`src/rtl/bus_trace_monitor.sv`:
```
// Data-memory bus monitor: traces CPU stores into a FIFO and reports pass/fail
// on a completion store or cycle timeout. Define INSTR_TRACE_EN for instruction capture and spin detection.
module bus_trace_monitor #(
  parameter int                DATA_W    = 32,
  parameter int                ADDR_W    = 32,
  parameter int                DEPTH     = 16,
  parameter int                TIMEOUT   = 1024,
  parameter logic [ADDR_W-1:0] DONE_ADDR = ADDR_W'(32'h64),
  parameter logic [DATA_W-1:0] DONE_DATA = DATA_W'(32'd7)
) (
  input  logic                             clk,
  input  logic                             reset,
  input  logic                             en,
  input  logic                             mem_write,
  input  logic [ADDR_W-1:0]                data_adr,
  input  logic [DATA_W-1:0]                write_data,
`ifdef INSTR_TRACE_EN
  input  logic [31:0]                      instr,
  output logic [31:0]                      pop_instr,
`endif
  input  logic                             pop_ready,
  output logic                             pop_valid,
  output logic [ADDR_W-1:0]                pop_adr,
  output logic [DATA_W-1:0]                pop_data,
  output logic [$clog2(TIMEOUT+1)-1:0]     pop_cycle,
  output logic [1:0]                       state,
  output logic                             done,
  output logic                             overflow,
  output logic [15:0]                      write_count
);

  localparam int CW = $clog2(TIMEOUT+1);
  localparam int AW = $clog2(DEPTH);
  localparam int PW = AW + 1;

  typedef enum logic [1:0] {
    S_IDLE = 2'b00,
    S_RUN  = 2'b01,
    S_PASS = 2'b10,
    S_FAIL = 2'b11
  } state_t;

  state_t            r_state, w_nextState;
  logic [CW-1:0]     r_cycle;
  logic [15:0]       r_writeCount;
  logic              r_overflow;
  logic [PW-1:0]     r_wrPtr, r_rdPtr;
  logic [ADDR_W-1:0] r_memAdr   [DEPTH];
  logic [DATA_W-1:0] r_memData  [DEPTH];
  logic [CW-1:0]     r_memCycle [DEPTH];
  logic [ADDR_W-1:0] r_popAdr;
  logic [DATA_W-1:0] r_popData;
  logic [CW-1:0]     r_popCycle;

  logic          w_run, w_empty, w_full, w_pop, w_store, w_push, w_drop;
  logic          w_doneHit, w_timeout, w_spin, w_headValid, w_headNew;
  logic [PW-1:0] w_rdNext, w_wrNext;

  assign w_run       = (r_state == S_RUN);
  assign w_empty     = (r_wrPtr == r_rdPtr);
  assign w_full      = (r_wrPtr[AW] != r_rdPtr[AW]) && (r_wrPtr[AW-1:0] == r_rdPtr[AW-1:0]);
  assign w_pop       = !w_empty && pop_ready;
  assign w_store     = w_run && mem_write;
  assign w_push      = w_store && (!w_full || w_pop);
  assign w_drop      = w_store && w_full && !w_pop;
  assign w_rdNext    = r_rdPtr + PW'(w_pop);
  assign w_wrNext    = r_wrPtr + PW'(w_push);
  assign w_headValid = (w_wrNext != w_rdNext);
  // The new head bypasses the memory when it is the entry being written this edge.
  assign w_headNew   = w_push && (r_wrPtr[AW-1:0] == w_rdNext[AW-1:0]);
  assign w_doneHit   = w_store && (data_adr == DONE_ADDR);
  assign w_timeout   = (r_cycle == CW'(TIMEOUT-1));

`ifdef INSTR_TRACE_EN
  localparam logic [31:0] SPIN_INSTR = 32'hEAFFFFFE;

  logic [1:0]  r_spinCnt;
  logic [31:0] r_memInstr [DEPTH];
  logic [31:0] r_popInstr;

  assign w_spin    = w_run && (instr == SPIN_INSTR) && (r_spinCnt == 2'd3);
  assign pop_instr = r_popInstr;

  always_ff @(posedge clk) begin
    if (!reset) begin
      r_spinCnt <= 2'd0;
    end else if (w_run && (instr == SPIN_INSTR)) begin
      r_spinCnt <= (r_spinCnt == 2'd3) ? 2'd3 : r_spinCnt + 2'd1;
    end else begin
      r_spinCnt <= 2'd0;
    end
  end

  always_ff @(posedge clk) begin
    if (w_push) begin
      r_memInstr[r_wrPtr[AW-1:0]] <= instr;
    end
  end

  always_ff @(posedge clk) begin
    if (!reset) begin
      r_popInstr <= '0;
    end else if (w_headValid) begin
      r_popInstr <= w_headNew ? instr : r_memInstr[w_rdNext[AW-1:0]];
    end
  end
`else
  assign w_spin = 1'b0;
`endif

  always_ff @(posedge clk) begin
    if (!reset) begin
      r_state <= S_IDLE;
    end else begin
      r_state <= w_nextState;
    end
  end

  // A completion store's verdict takes priority over timeout and spin detection.
  always_comb begin
    w_nextState = r_state;
    case (r_state)
      S_IDLE: begin
        if (en) begin
          w_nextState = S_RUN;
        end
      end
      S_RUN: begin
        if (w_doneHit) begin
          w_nextState = (write_data == DONE_DATA) ? S_PASS : S_FAIL;
        end else if (w_timeout || w_spin) begin
          w_nextState = S_FAIL;
        end
      end
      default: w_nextState = r_state;
    endcase
  end

  // The counter stops on the verdict edge so the stamp never exceeds TIMEOUT-1.
  always_ff @(posedge clk) begin
    if (!reset) begin
      r_cycle      <= '0;
      r_writeCount <= '0;
      r_overflow   <= 1'b0;
    end else begin
      if (w_run && (w_nextState == S_RUN)) begin
        r_cycle <= r_cycle + CW'(1);
      end
      if (w_store && (r_writeCount != 16'hFFFF)) begin
        r_writeCount <= r_writeCount + 16'd1;
      end
      if (w_drop) begin
        r_overflow <= 1'b1;
      end
    end
  end

  always_ff @(posedge clk) begin
    if (!reset) begin
      r_wrPtr <= '0;
      r_rdPtr <= '0;
    end else begin
      r_wrPtr <= w_wrNext;
      r_rdPtr <= w_rdNext;
    end
  end

  always_ff @(posedge clk) begin
    if (w_push) begin
      r_memAdr[r_wrPtr[AW-1:0]]   <= data_adr;
      r_memData[r_wrPtr[AW-1:0]]  <= write_data;
      r_memCycle[r_wrPtr[AW-1:0]] <= r_cycle;
    end
  end

  // Head registers hold their last value once the FIFO runs empty.
  always_ff @(posedge clk) begin
    if (!reset) begin
      r_popAdr   <= '0;
      r_popData  <= '0;
      r_popCycle <= '0;
    end else if (w_headValid) begin
      r_popAdr   <= w_headNew ? data_adr   : r_memAdr[w_rdNext[AW-1:0]];
      r_popData  <= w_headNew ? write_data : r_memData[w_rdNext[AW-1:0]];
      r_popCycle <= w_headNew ? r_cycle    : r_memCycle[w_rdNext[AW-1:0]];
    end
  end

  assign pop_valid   = !w_empty;
  assign pop_adr     = r_popAdr;
  assign pop_data    = r_popData;
  assign pop_cycle   = r_popCycle;
  assign state       = r_state;
  assign done        = (r_state == S_PASS) || (r_state == S_FAIL);
  assign overflow    = r_overflow;
  assign write_count = r_writeCount;

endmodule

```
`config.mk`:
```
export PLATFORM = sky130hd
export DESIGN_NAME = bus_trace_monitor
export DESIGN_NICKNAME = d
export VERILOG_FILES = /design/src/rtl/bus_trace_monitor.sv
export SDC_FILE = /design/constraint.sdc
export NUM_CORES = 2
export LEC_CHECK = 0
export BUFFER_PORTS_ARGS = -buffer_cell sky130_fd_sc_hd__buf_2
export CORE_MARGIN = 3
export CORE_UTILIZATION = 50
export DETAILED_ROUTE_END_ITERATION = 10
export GPL_ROUTABILITY_DRIVEN = 0
export GPL_TIMING_DRIVEN = 0
export PLACE_DENSITY = 0.66
export SLEW_MARGIN = 30
export SYNTH_ARGS = -nofsm -noshare
export SYNTH_HDL_FRONTEND = slang
export SYNTH_SLANG_ARGS = --single-unit
```
`constraint.sdc`:
```
create_clock -name clk -period 9.5 [get_ports clk]
set_input_delay 0 -clock clk [delete_from_list [all_inputs] [get_ports clk]]
set_output_delay 0 -clock clk [all_outputs]
set_load 0.005 [all_outputs]
```
* Word-level counts from Yosys, hierarchy flattened
Memory sizes are Yosys's and may differ from the RTL's. A register that Yosys moved wholly into a read port is not among the register bits.
Cells that the tools add are included.
** Operators by class
- Add/sub/neg operators :: 4
- Multiply operators :: 0
- Divide/modulo/power cells :: 0
- Order comparisons :: 0
- Equality and inequality tests :: 12
- Shift-type cells :: 0
- Multiplexer cells :: 7
- Bitwise logic cells :: 0
- Reductions and logical operators :: 18
** Operators by type and width (count)
- $eq 32x3->1 const B :: 1
- $eq 32x7->1 const B :: 1
- $add 16x1->16 const B :: 1
- $ne 16x16->1 const B :: 1
- $add 11x1->11 const B :: 1
- $eq 11x10->1 const B :: 1
- $add 5x1->5 :: 2
- $logic_and 1x1->1 :: 9
- $logic_not 1->1 :: 6
- $mux 2 :: 3
- $eq 5x5->1 :: 1
- $ne 5x5->1 :: 1
- $eq 2x1->1 const B :: 2
- $eq 2x2->1 const B :: 2
- $eq 4x4->1 :: 1
- $pmux 2 s2 :: 1
- $mux 1 :: 3
- $logic_not 2->1 :: 1
- $logic_or 1x1->1 :: 2
- $ne 1x1->1 :: 1
** Word-level totals
- Flip-flop bits (word level) :: 40
- Latch bits :: 0
- RAM bits :: 1200
- Bits in read-only memories :: 0
- Input bits :: 69
- Output and inout bits :: 96
- Logic and storage cells :: 50
- Memories :: 3
** Memories
- r_memAdr :: depth 16, width 32, rd ports 1, clocked after memory_dff 1, wr ports 1, RTL line 48 : logic [ADDR_W-1:0] r_memAdr [DEPTH];
- r_memData :: depth 16, width 32, rd ports 1, clocked after memory_dff 1, wr ports 1, RTL line 49 : logic [DATA_W-1:0] r_memData [DEPTH];
- r_memCycle :: depth 16, width 11, rd ports 1, clocked after memory_dff 1, wr ports 1, RTL line 50 : logic [CW-1:0] r_memCycle [DEPTH];

* Logic depth before layout (Yosys ltp)
- Depth in word-level cells :: 7
- Depth in mapped cells :: 16
- Gate-level depth less buffers :: 11

* Worst setup path before layout
OpenSTA, ideal clock, no wires.
- Path type :: register to register
- Start point :: reg r_wrPtr[1]
- End point :: mem r_memAdr[0][0] (enable)
- Library setup time :: 601 ps
- Arrival :: 6457 ps
- Data required time :: 8899 ps
- Path slack :: 2443 ps
- Stages on the path, launching flop included :: 8
- Buffers on the path :: 2
- Clock period less this slack :: 7057 ps
- Cell sequence :: dfxtp_1 clkbuf_1 xnor2_1 nand4_1 o31ai_2 buf_4 or3_1 nor3_1
** On the way
- Cells in the longest elaborated chain, start to end :: 7
- Elaborated cells between the ends (all ways) :: 10
- Those cells by class :: eq/ne (2); mux (2); reduce/logical (6)
** Ends and longest elaborated chain
- from (decl) :: RTL line 47 : logic [PW-1:0] r_wrPtr, r_rdPtr;
- from (signal assigned) :: RTL line 163 : r_wrPtr <= w_wrNext;
- $eq 5x5->1 / $eq 4x4->1 (equally long branches) :: RTL line 60, 61
- $logic_not 1->1 / $logic_and 1x1->1 (equally long branches) :: RTL line 62, 61
- $logic_and 1x1->1 / $logic_not 1->1 (equally long branches) :: RTL line 62, 64
- $logic_or 1x1->1 :: RTL line 64 : assign w_push = w_store && (!w_full || w_pop);
- $logic_and 1x1->1 :: RTL line 64
- $mux 1 :: RTL line 169 : if (w_push) begin
- $mux 1 (not written as such) :: RTL line 170 : r_memAdr[r_wrPtr[AW-1:0]] <= data_adr;
- to (decl) :: RTL line 48
Several ways; a longest one is shown, not always the timed one.

* Final worst setup path
- Start point :: reg r_wrPtr[1]
- End point :: reg r_popAdr[27], in the netlist pop_adr[27], read port of r_memAdr
** On the way
- Cells in the longest elaborated chain, start to end :: 7
- Elaborated cells between the ends (all ways) :: 11
- Those cells by class :: add/sub (2); eq/ne (3); reduce/logical (6)
** Ends and longest elaborated chain
- $eq 5x5->1 / $eq 4x4->1 (equally long branches) :: RTL line 60, 61
- $logic_not 1->1 / $logic_and 1x1->1 (equally long branches) :: RTL line 62, 61
- $logic_and 1x1->1 / $logic_not 1->1 (equally long branches) :: RTL line 62, 64
- $logic_or 1x1->1 :: RTL line 64
- $logic_and 1x1->1 :: RTL line 64
- $add 5x1->5 :: RTL line 67 : assign w_wrNext = r_wrPtr + PW'(w_push);
- $ne 5x5->1 :: RTL line 68 : assign w_headValid = (w_wrNext != w_rdNext);
- to (decl) :: RTL line 51 : logic [ADDR_W-1:0] r_popAdr;
Several ways; a longest one is shown, not always the timed one.
A chain may end at the register's enable or synchronous reset.

==> run metrics <==
most frequent cells in the layout edfxtp_1 (1200), mux4_2 (300), mux2i_1 (230); # placed instances 4199; Mapped Nets 2621; DRT Pass-1 Iters 8; dominant cell type by area after synthesis edfxtp_1; DP Area ~56000 µm²; TritonCTS Sinks 1315; Slew HR between 30 and 40%; Worst Path Required 10130 ps; Worst IR Drop VDD ~0.17 mV; crit path kind flip-flop to flip-flop; CTS clock-pin slew for the worst setup and hold paths 70 ps; Post-CTS Resized 0; 1st-iter DRT viols 3801; Final nets 3111; clk root buf clkbuf_16; Hold Vio Cnt, Final 0; Finished Cell Area 61500 µm²; grt total ovfl 0; Crit. End Element flip-flop; M1 GR Usage between 30% and 40%; final cell count without fillers 4520; FF-to-FF Start r_wrPtr[1]; Filler cells 7178; Setup WS pre-CTS around 3800 ps; Initial Utilization approximately half; post-route DRC violation count 0; Final setup viols 0; Die Span X 327 µm; gr busiest metal met2; vias in the first global route ~29000; Cell Area, Synth 51500 µm²; layout cells sized above 1 between 20 and 30%; Port Buffers 163; post-synthesis sequential area ratio 74.5%; Core Region just over 100000 µm²; die area 107000 µm²; critical path startpoint category flip-flop; Max-Cap Viols 0; actual slew at the worst max-slew pin approximately 1000 ps; I/O pins 165; RSZ-0062 raised after global routing false; Clk Latency, worst-skew pair 730 ps; depth of the CTS H-tree 4; Hold Path End r_memData[12][16]; worst hold path depth 2; outcome complete, no violations; commonest non-fill, non-tap cell in the layout edfxtp_1; cells after synthesis 2546; Area contributors post-synth edfxtp_1 (70%), mux4_2 (13%), dfxtp_1 (4.5%); Hold Crit Start write_data[16]; CTS tree built; YS warnings 0; Hold Crit Class primary input to flip-flop; async set-reset flop share out of synthesis 0%; R2R depth 16; crit-path max FO 10; Unique masters post-synth 50; Clock Path Buffers 3; number of flops mapped to enable cells by yosys 1200; drt wl/cell 29.0 µm; die height roughly 330 µm; period utilization 63.2%; FF+latch count, synth 1315; DRT Wirelength ~130000 µm; CP Data Arrival Time 6640 ps; Leak around 19 nW; initial antenna violation count 6; # Post-CTS Setup Buffers 0; Inserted Clock Buffers 135; pin count of the biggest net entering global routing 24; final clock skew roughly 26 ps; row count 117; PD cells 224 nW/µm²; DR vias 28200; first-pass GRT wire length about 190000 µm; mean post-synth cell area 20.2 µm²; Post-CTS Hold Fix Bufs 68; fmax around 0.17 GHz; GRT Total Usage 24.8%; Main synth FF type edfxtp_1; Worst Slack Setup Final ~3500 ps; met3 global-route usage 4.70%; area delta synth->final 19.5%; M2 GR Usage roughly two fifths; Reg2Reg Setup Slack 3490 ps; Antenna Violating Nets Remaining 0; post-layout minimum cycle time 6010 ps; share of the synthesized area in the top cell type 70.0%; vias per cell 6.24; final slew viol count 0; reg-to-reg endpoint pop_adr[27]; Post-DP HPWL about 86000 µm
## Yosys cell counts, types with 4 or more instances
cell type  instances
nor2_1            38
o21ai_0           76
buf_1             28
nand4_1            9
and2_1             8
buf_6              4
nand2_1           17
mux2i_1          230
o41ai_1           75
nor3_1             9
nor4_1            19
a2111oi_0          7
nand3_1           91
mux4_2           300
edfxtp_1        1200
buf_2             57
ha_1               6
nand2b_1           6
a211oi_1           4
a31oi_1           75
dfxtp_1          115
clkbuf_1          87
buf_4              4
a21oi_1           10
xnor2_1           28
xor2_1             5
## final cells by class
class                           instances  area [µm²]  share of cell area [%]
Sequential cell                      1315       38300                    62.3
Multi-Input combinational cell       1046       12500                    20.3
Clock buffer                          199        3940                    6.40
Timing Repair Buffer                  353        3710                    6.04
Tap cell                             1368        1710                    2.78
Buffer                                180         801                    1.30
Clock inverter                         51         534                   0.868
Inverter                                5        18.8                  0.0305
Antenna cell                            3        7.51                  0.0122
## how the worst max path moves through the flow
stage               startpoint               to  slack, ps  cells past startpoint
floorplan           r_wrPtr[1]   r_memAdr[0][0]       2440                      7
global placement      state[1]  r_memData[2][8]      -4740                      8
detailed placement  r_wrPtr[3]     pop_data[26]       3810                     16
CTS                 r_wrPtr[1]     pop_data[31]       3700                     16
global route        r_wrPtr[1]     pop_data[31]       3430                     16
finish              r_wrPtr[1]      pop_adr[27]       3490                     16
## state kept, by name, indices dropped and copies added, names as in the netlist
register,count
state,2
pop_adr,32
r_rdPtr,5
pop_cycle,11
r_cycle,11
r_memData,512
overflow,1
pop_data,32
r_wrPtr,5
r_memAdr,512
r_memCycle,176
write_count,16
## routing by layer
metal	vias up	share of wire, %
li1	11700	-
met1	14800	40
met2	1461	49
met3	244	8.5
met4	2	2.8
met5	-	0.0061
## critical path, cell delays in order, from the launching register on
cell	delay, ps
dfxtp_1	340
clkbuf_1	300
xnor2_1	170
nand4_1	210
o31ai_4	850
buf_4	410
inv_2	240
buf_1	360
ha_1	340
ha_1	230
nand3_1	110
xor2_1	240
xor2_1	650
buf_2	620
clkbuf_1	460
o41ai_1	140
a31oi_1	210
## report_power, final
part	switching [mW]	internal (mW)
Sequential	0.137	6.44
Combinational	1.08	0.848
Clock	2.16	3.13
Total	3.37	10.4
## stage by stage
step | hold WS [ps] | total power, mW | util (%) | setup TNS [ps]
floorplan | 98.9 | 7.86 | - | 0
global placement | 387 | 8.55 | 52.9 | -1670950
detailed placement | 404 | 8.60 | 55.2 | 0
CTS | 171 | 13.9 | 60.3 | 0
global route | 225 | 14.2 | 60.3 | 0
finish | 221 | 13.8 | 60.3 | 0
## cell families after synthesis
group	count (synthesis)	synth area share, %
multiplexers	530	17.6
adder cells (fa/ha/maj)	6	0.146
buffers and inverters	185	1.57
XOR/XNOR	35	0.647
AND/OR/NAND/NOR	218	2.21
AO/OA/AOI/OAI	257	3.36
flip-flops	1315	74.5
Note: power is estimated with default switching activity, not from simulation.
